File: src/rtl/sat_clause_loader.sv
// Streams clause literals into a clause array: clears every row, then packs each
// clause into one row write, flagging malformed literals, overlong clauses and overflow.
module sat_clause_loader #(
  parameter int NUM_ROWS     = 32,
  parameter int COLS_PER_ROW = 4,
  parameter int NUM_VARS     = 16,
  parameter int LIT_WIDTH    = $clog2(2*NUM_VARS+2)
) (
  input  logic                              clk,
  input  logic                              rst_n,
  input  logic                              start,
  input  logic                              lit_valid,
  input  logic [LIT_WIDTH-1:0]              lit_data,
  input  logic                              lit_last,
  input  logic                              fml_last,
  output logic                              lit_ready,
  output logic                              row_we,
  output logic [$clog2(NUM_ROWS)-1:0]       row_addr,
  output logic [COLS_PER_ROW*LIT_WIDTH-1:0] row_data,
  output logic [COLS_PER_ROW-1:0]           row_mask,
  output logic [$clog2(NUM_ROWS):0]         num_rows,
  output logic                              load_done,
  output logic                              load_err,
  output logic [1:0]                        err_code
);

  localparam int ADDR_W = $clog2(NUM_ROWS);
  localparam int NR_W   = ADDR_W + 1;
  localparam int COL_W  = (COLS_PER_ROW > 1) ? $clog2(COLS_PER_ROW) : 1;

  typedef logic [COLS_PER_ROW*LIT_WIDTH-1:0] row_t;
  typedef logic [COLS_PER_ROW-1:0]           row_mask_t;

  typedef enum logic [2:0] {IDLE, CLEAR, LOAD, WRITE, DONE, ERROR} state_t;

  localparam logic [1:0] ERR_BAD_LIT  = 2'd1;
  localparam logic [1:0] ERR_TOO_LONG = 2'd2;
  localparam logic [1:0] ERR_TOO_MANY = 2'd3;

  state_t     state;
  row_t       stage_data;
  row_mask_t  stage_mask;
  logic [COL_W-1:0] col;
  logic       fml_p;
  row_t       stage_data_nxt;
  row_mask_t  stage_mask_nxt;

  // Variable 0 is reserved, so literal values 0 and 1 never name a real variable.
  function automatic logic lit_bad(input logic [LIT_WIDTH-1:0] lit);
    return (lit < LIT_WIDTH'(2)) ||
           (lit[LIT_WIDTH-1:1] > (LIT_WIDTH-1)'(NUM_VARS));
  endfunction

  always_comb begin
    stage_data_nxt = stage_data;
    stage_mask_nxt = stage_mask;
    stage_data_nxt[col*LIT_WIDTH +: LIT_WIDTH] = lit_data;
    stage_mask_nxt[col] = 1'b1;
  end

  always_ff @(posedge clk or negedge rst_n) begin
    if (!rst_n) begin
      state      <= IDLE;
      lit_ready  <= 1'b0;
      row_we     <= 1'b0;
      row_addr   <= '0;
      row_data   <= '0;
      row_mask   <= '0;
      num_rows   <= '0;
      load_done  <= 1'b0;
      load_err   <= 1'b0;
      err_code   <= 2'd0;
      stage_data <= '0;
      stage_mask <= '0;
      col        <= '0;
      fml_p      <= 1'b0;
    end else begin
      case (state)
        IDLE, DONE, ERROR: begin
          if (start) begin
            state      <= CLEAR;
            num_rows   <= '0;
            col        <= '0;
            err_code   <= 2'd0;
            load_done  <= 1'b0;
            load_err   <= 1'b0;
            stage_data <= '0;
            stage_mask <= '0;
            fml_p      <= 1'b0;
            row_we     <= 1'b1;
            row_addr   <= '0;
            row_data   <= '0;
            row_mask   <= '0;
          end
        end
        CLEAR: begin
          if (row_addr == ADDR_W'(NUM_ROWS-1)) begin
            row_we    <= 1'b0;
            row_addr  <= '0;
            lit_ready <= 1'b1;
            state     <= LOAD;
          end else begin
            row_addr <= row_addr + ADDR_W'(1);
          end
        end
        LOAD: begin
          if (lit_valid && lit_ready) begin
            // Error precedence: bad literal, then array full, then clause overrun.
            if (lit_bad(lit_data)) begin
              err_code  <= ERR_BAD_LIT;
              load_err  <= 1'b1;
              lit_ready <= 1'b0;
              state     <= ERROR;
            end else if (num_rows == NR_W'(NUM_ROWS)) begin
              err_code  <= ERR_TOO_MANY;
              load_err  <= 1'b1;
              lit_ready <= 1'b0;
              state     <= ERROR;
            end else if ((col == COL_W'(COLS_PER_ROW-1)) && !lit_last) begin
              err_code  <= ERR_TOO_LONG;
              load_err  <= 1'b1;
              lit_ready <= 1'b0;
              state     <= ERROR;
            end else if (lit_last) begin
              row_we    <= 1'b1;
              row_addr  <= num_rows[ADDR_W-1:0];
              row_data  <= stage_data_nxt;
              row_mask  <= stage_mask_nxt;
              fml_p     <= fml_last;
              lit_ready <= 1'b0;
              state     <= WRITE;
            end else begin
              stage_data <= stage_data_nxt;
              stage_mask <= stage_mask_nxt;
              col        <= col + COL_W'(1);
            end
          end
        end
        WRITE: begin
          row_we     <= 1'b0;
          row_addr   <= '0;
          row_data   <= '0;
          row_mask   <= '0;
          num_rows   <= num_rows + NR_W'(1);
          stage_data <= '0;
          stage_mask <= '0;
          col        <= '0;
          if (fml_p) begin
            load_done <= 1'b1;
            state     <= DONE;
          end else begin
            lit_ready <= 1'b1;
            state     <= LOAD;
          end
        end
        default: state <= IDLE;
      endcase
    end
  end

endmodule

File: config.mk
export PLATFORM = sky130hd
export DESIGN_NAME = sat_clause_loader
export DESIGN_NICKNAME = d
export VERILOG_FILES = /design/src/rtl/sat_clause_loader.sv
export SDC_FILE = /design/constraint.sdc
export NUM_CORES = 1
export LEC_CHECK = 0
export ABC_AREA = 1
export ABC_CLOCK_PERIOD_IN_PS = 1900
export BUFFER_PORTS_ARGS = -buffer_cell sky130_fd_sc_hd__buf_2
export CORE_MARGIN = 2
export CORE_UTILIZATION = 50
export DETAILED_ROUTE_END_ITERATION = 10
export GPL_TIMING_DRIVEN = 1
export HOLD_SLACK_MARGIN = 0.08
export PLACE_DENSITY = 0.77
export SLEW_MARGIN = 25
export SYNTH_ARGS = -nofsm -noshare
export SYNTH_HDL_FRONTEND = slang
export SYNTH_SLANG_ARGS = --single-unit
File: constraint.sdc
create_clock -name clk -period 1.9 [get_ports clk]
set_input_delay 0 -clock clk [delete_from_list [all_inputs] [get_ports clk]]
set_output_delay 0 -clock clk [all_outputs]
set_load 0.02 [all_outputs]
# Yosys cells after proc, flatten, opt, wreduce, memory -nomap -nowiden
# Index checks and enable logic that the tools add are counted.
# Widths: inputs -> output; s select.
dict set report classes {
  addsub 4
  multipliers 1
  div 0
  order_cmp 4
  n_eq_ne 20
  n_shift 2
  muxes 90
  n_bitwise 1
  reduce_logical 22
}
# cell count
set op_table {}
lappend op_table {{$mux 24} 11}
lappend op_table {{$pmux 24 s3} 2}
lappend op_table {{$mux 4} 11}
lappend op_table {{$mux 5} 7}
lappend op_table {{$neg 5->34} 1}
lappend op_table {{$shift 6x34->24 const A} 1}
lappend op_table {{$shiftx 6x34->24} 1}
lappend op_table {{$reduce_and 7->1} 4}
lappend op_table {{$mux 1} 26}
lappend op_table {{$bwmux 24} 1}
lappend op_table {{$mux 3} 8}
lappend op_table {{$pmux 4 s3} 2}
lappend op_table {{$mux 2} 10}
lappend op_table {{$ne 2x2->1 const B} 10}
lappend op_table {{$pmux 5 s4} 1}
lappend op_table {{$pmux 3 s4} 1}
lappend op_table {{$pmux 6 s2} 1}
lappend op_table {{$reduce_and 4->1} 2}
lappend op_table {{$reduce_and 8->1} 1}
lappend op_table {{$add 6x1->6 const B} 1}
lappend op_table {{$eq 3x2->1 const B} 2}
lappend op_table {{$eq 3x3->1 const B} 2}
lappend op_table {{$eq 6x6->1 const B} 1}
lappend op_table {{$lt 6x2->1 const B} 1}
lappend op_table {{other kinds (30)} 36}
dict set report totals {
  reg_bits 79
  latchBits 0
  mem_bits_rw 0
  rom_bits 0
  in_bits 12
  output_inout_bits 45
  elab_cells 158
  mem_count 0
}

# Depth between registers and ports, before layout
dict set report depth {
  ltp_word 11
  mapped_depth 13
  ltp_nobuf 12
}

# Least setup slack after synthesis
# OpenSTA, ideal clock, no wires.
dict set report synth_timing {
  path_kind {flip-flop to flip-flop}
  start {reg col[0]}
  end {reg row_data[22]}
  arrival_ns 1.886
  setup_slack_ns -0.104
  stages_incl_launch_ff 12
  path_buffers 1
  period_less_slack_ns 2.004
  cell_sequence {dfrtp_1 inv_2 ha_1 buf_2 nand2_1 inv_1 nor2_1 nand3_1 nand4_1 nand2_1 nand3_1 nand2_1}
}
dict set report synth_via {
  elab_chain_len 10
}
# element line
set synth_rtl {}
lappend synth_rtl {{start, declared} 43} ;# logic [COL_W-1:0] col;
lappend synth_rtl {{start signal, assigned} 135} ;# col <= col + COL_W'(1);
lappend synth_rtl {{$mul 2x2->4} 57} ;# stage_data_nxt[col*LIT_WIDTH +: LIT_WIDTH] = lit_data;
lappend synth_rtl {{$neg 5->34} 57}
lappend synth_rtl {{$shiftx 6x34->24 or $shift 6x34->24 (tied branches)} 57}
lappend synth_rtl {{$bwmux 24} 57}
lappend synth_rtl {{$mux 24} 124} ;# end else if (lit_last) begin
lappend synth_rtl {{$mux 24} 119} ;# end else if ((col == COL_W'(COLS_PER_ROW-1)) && !lit_last) begin
lappend synth_rtl {{$mux 24} 114} ;# end else if (num_rows == NR_W'(NUM_ROWS)) begin
lappend synth_rtl {{$mux 24} 109} ;# if (lit_bad(lit_data)) begin
lappend synth_rtl {{$mux 24} 107} ;# if (lit_valid && lit_ready) begin
lappend synth_rtl {{$pmux 24 s3} 78} ;# case (state)
lappend synth_rtl {{end signal, assigned} 127} ;# row_data <= stage_data_nxt;
lappend synth_rtl {{end, declared} 19} ;# output logic [COLS_PER_ROW*LIT_WIDTH-1:0] row_data,
# Several ways; a longest one is shown, not always the timed one. The select of a mux whose other input is x is not followed.
# A chain may end at the register's enable or synchronous reset.

# Final worst setup path
dict set report layout_timing {
  start {reg col[1]}
  end {reg stage_data[4]}
}
dict set report layout_via {
  elab_chain_len 10
}
# element line
set layout_rtl {}
lappend layout_rtl {{$mul 2x2->4} 57}
lappend layout_rtl {{$neg 5->34} 57}
lappend layout_rtl {{$shiftx 6x34->24 or $shift 6x34->24 (tied branches)} 57}
lappend layout_rtl {{$bwmux 24} 57}
lappend layout_rtl {{$mux 24} 124}
lappend layout_rtl {{$mux 24} 119}
lappend layout_rtl {{$mux 24} 114}
lappend layout_rtl {{$mux 24} 109}
lappend layout_rtl {{$mux 24} 107}
lappend layout_rtl {{$pmux 24 s3} 78}
lappend layout_rtl {{end signal, assigned} 133} ;# stage_data <= stage_data_nxt;
lappend layout_rtl {{end, declared} 41} ;# row_t stage_data;
# Several ways; a longest one is shown, not always the timed one. The select of a mux whose other input is x is not followed.

==> metrics.md <==
| Metric | Value |
|---|---|
| CP peak stage delay | 0.36 ns |
| Post-route worst setup slack | about 0.11 ns |
| GRT Util Overall | 24.7% |
| Worst-path clk slew | 0.09 ns |
| Cell count after synthesis | 609 |
| Maximum buffer depth of the clock tree | 2 |
| Drt first pass iters | 6 |
| First-pass GRT wire length | 19.4 mm |
| Clk sinks | 79 |
| GR Overflow Total | 0 |
| Diodes inserted | 0 |
| Crit path max-delay cell type | dfrtp_1 |
| Unique cell type count in the Yosys netlist | 30 |
| Pwr dens | approximately 1500 nW/um2 |
| Die height | 97.8 um |
| Headroom to the max-slew limit | 68.9% |
| Post-synth top area share | between 40% and 50% |
| Residual DRC count | 0 |
| R2R setup slack | 0.11 ns |
| Final Power | 8.18 mW |
| Initial Utilization | around half |
| H-tree levels | 3 |
| I/O Buffers | between 50 and 60 |
| Routed wire length | 11.9 mm |
| Post-synthesis net count | 632 |
| RSZ-0062 raised after global routing | false |
| Fin. Hold Viols | 0 |
| Critical path class | reg2reg |
| CTS tree | yes |
| Filler cells | 762 |
| Post-synth ARST share | 100% |
| Area of the multi-input gates | roughly 2300 um2 |
| HPWL Detailed | 8.26 mm |
| Top FF cell, synth | dfrtp_1 |
| Number of CTS-inserted buffers | 9 |
| Post-synthesis sequential area ratio | 45.0% |
| DR vias/cell | 5.28 |
| Core area | between 8000 and 9000 um2 |
| WHS | 0.120 ns |
| GRT Max-Usage Layer | met2 |
| Yosys top cell by area | dfrtp_1 |
| FMAX | between 500 and 600 MHz |
| Worst-path fanout max | 6 |
| Setup TNS | 0 ns |
| Die X | 97.8 um |
| Register area | 1980 um2 |
| DP Worst Slack | -0.0238 ns |
| Area Growth Syn to Fin | 25.2% |
| Final Max Tran Viols | 0 |
| Antenna viol nets, final | 0 |
| P_leak | 3.00 nW |
| Initial drt markers | about 310 |
| Met1 usage | approximately a third |
| Placed instance area | 4970 um2 |
| Mapped Avg Cell Area | 7.22 um2 |
| DP Cell Count | about 780 |
| IO Pins | 57 |
| Non-filler cells, final | approximately 800 |
| Worst-Margin Slew | 0.467 ns |
| Die area | 9560 um2 |
| Met3 Use GR | just under 3% |
| Crit path time final | 1.79 ns |
| GR Util met2 | 42.1% |
| Element type at the critical path end | flop |
| Clock Latency Late Sink | 0.36 ns |
| Clk Tree Root Cell | clkbuf_8 |
| Worst vdd ir | 0.739 mV |
| Vias in the first global route | 4114 |
| Largest net degree at the start of global routing | 45 |
| CP dominant cell by count | nand2_1 |
| Cell area after layout | 5510 um2 |
| CP Data Arrival Time | 2.09 ns |
| EDFF count, synth | 0 |
| Most common cell in the netlist | nand2_1 |
| Final net count | 722 |
| Initial antenna violation count | 0 |
| WL/cell | about 15 um |
| Num rows | 34 |
| Period utilization | 94.4% |
| Req. time, crit path | between 2 and 2.5 ns |
| YS warnings | 0 |
| Layout cell share with drive strength beyond 1 | 24.4% |
| Top cells by area, synth | dfrtp_1 (45%), nand2_1 (23%), nand3_1 (6.8%), inv_1 (3.6%), nor2_1 (3.3%) |
| Worst min path class | in2async |
| Mapped cell area | 4400 um2 |
| GP Congestion | 0.931 |
| Outcome | finished, final reports clean |
| Maxcap violations | 0 |
| Most common library cells after synthesis | nand2_1 (266), dfrtp_1 (79), nand3_1 (60) |
| Routed via count | 4289 |
| Setup violators final | 0 |
| CP Cell Sequence | inv_1 > buf_4 > ha_4 > inv_2 > buf_2 > nand3_1 > nand2_1 > nand4_1 > a21oi_2 > nand2_1 > nand2_1 |
| Final core utilization | 63.8% |
| Clk_skew | 0.0147 ns |
| #FFs+latches synth | 79 |
| Worst setup SP type | flop |
final timing paths:
check,end,from,cells past startpoint
setup / recovery,stage_data[4],col[1],11
hold / removal,row_addr[2],rst_n,2
min in group clk,err_code[1],lit_data[5],4
setup reg to reg,stage_data[4],col[1],11
hold reg to reg,stage_data[20],stage_data[20],2
max in group asynchronous,stage_data[17],rst_n,3
power breakdown:
part | total (mW) | internal, mW | switching [mW] | leakage [nW]
combinational | 4.76 | 1.71 | 3.05 | 1.82
sequential | 2.15 | 1.94 | 0.207 | 1.08
clock | 1.28 | 0.636 | 0.640 | 0.0981
total | 8.18 | 4.29 | 3.90 | 3.00
layout make-up:
class	count	area share (%)
tap	108	2.45
sequential	79	35.9
timing repair buffer	98	13.3
clock buffer	10	2.50
multi-input combinational	462	41.3
inverter	49	3.45
clock inverter	6	1.09
registers in the layout, summed over array words and instances, names as in the netlist, 2 cells and up:
name and cells:
row_data 24, stage_data 24, num_rows 6, row_addr 5
row_mask 4, stage_mask 4, state 3, col 2
err_code 2
cells in the final DEF (no fill, tap or decap), drive strengths merged:
cell	netlist	final
nor2	46	46
dfrtp	79	79
o31ai	1	1
a22oi	2	2
nand2	267	267
inv	48	48
nand3b	1	1
a22o	1	1
a21oi	18	18
ha	11	11
nand4	8	8
o21ai	32	32
or2	1	1
nand3	64	64
clkinv	1	3
nor3	5	5
buf	17	92
o22ai	1	1
bufinv	0	1
xor2	3	3
clkbuf	2	12
a21boi	1	1
dlygate4sd3	0	4
clkinvlp	0	3
metal layers:
layer / vias up / wire (um)
li1: 2112 / -
met3: 21 / 570
met5: - / 0
met2: 125 / 5660
met1: 2031 / 5440
met4: 0 / 225
repair_timing:
| item | in CTS | in global routing |
|---|---|---|
| endpoints found under the setup margin | 18 | 67 |
| resized for setup | 1 | 51 |
| gates cloned | 0 | 4 |
| hold buffers | 4 | 0 |
| setup buffers | 0 | 6 |
| pin swaps | 0 | 10 |
| hold endpoints to repair | 83 | 0 |
critical path, delay by kind of cell (launching register included):
| kind | cells | cell delay, ns |
|---|---|---|
| flops | 1 | 0.36 |
| simple gates | 5 | 0.53 |
| compound gates | 1 | 0.17 |
| buf+inv | 4 | 0.50 |
| fa+ha+maj | 1 | 0.17 |
logic make-up after synthesis:
family                   Yosys count  share of synthesized area [%]
buffers and inverters             68                           7.00
AND/OR/NAND/NOR                  392                           37.6
XOR/XNOR                           3                          0.598
AO/OA/AOI/OAI                     56                           6.71
flip-flops                        79                           45.0
adder cells (fa/ha/maj)           11                           3.13
Power figures use the tool's default switching activity.
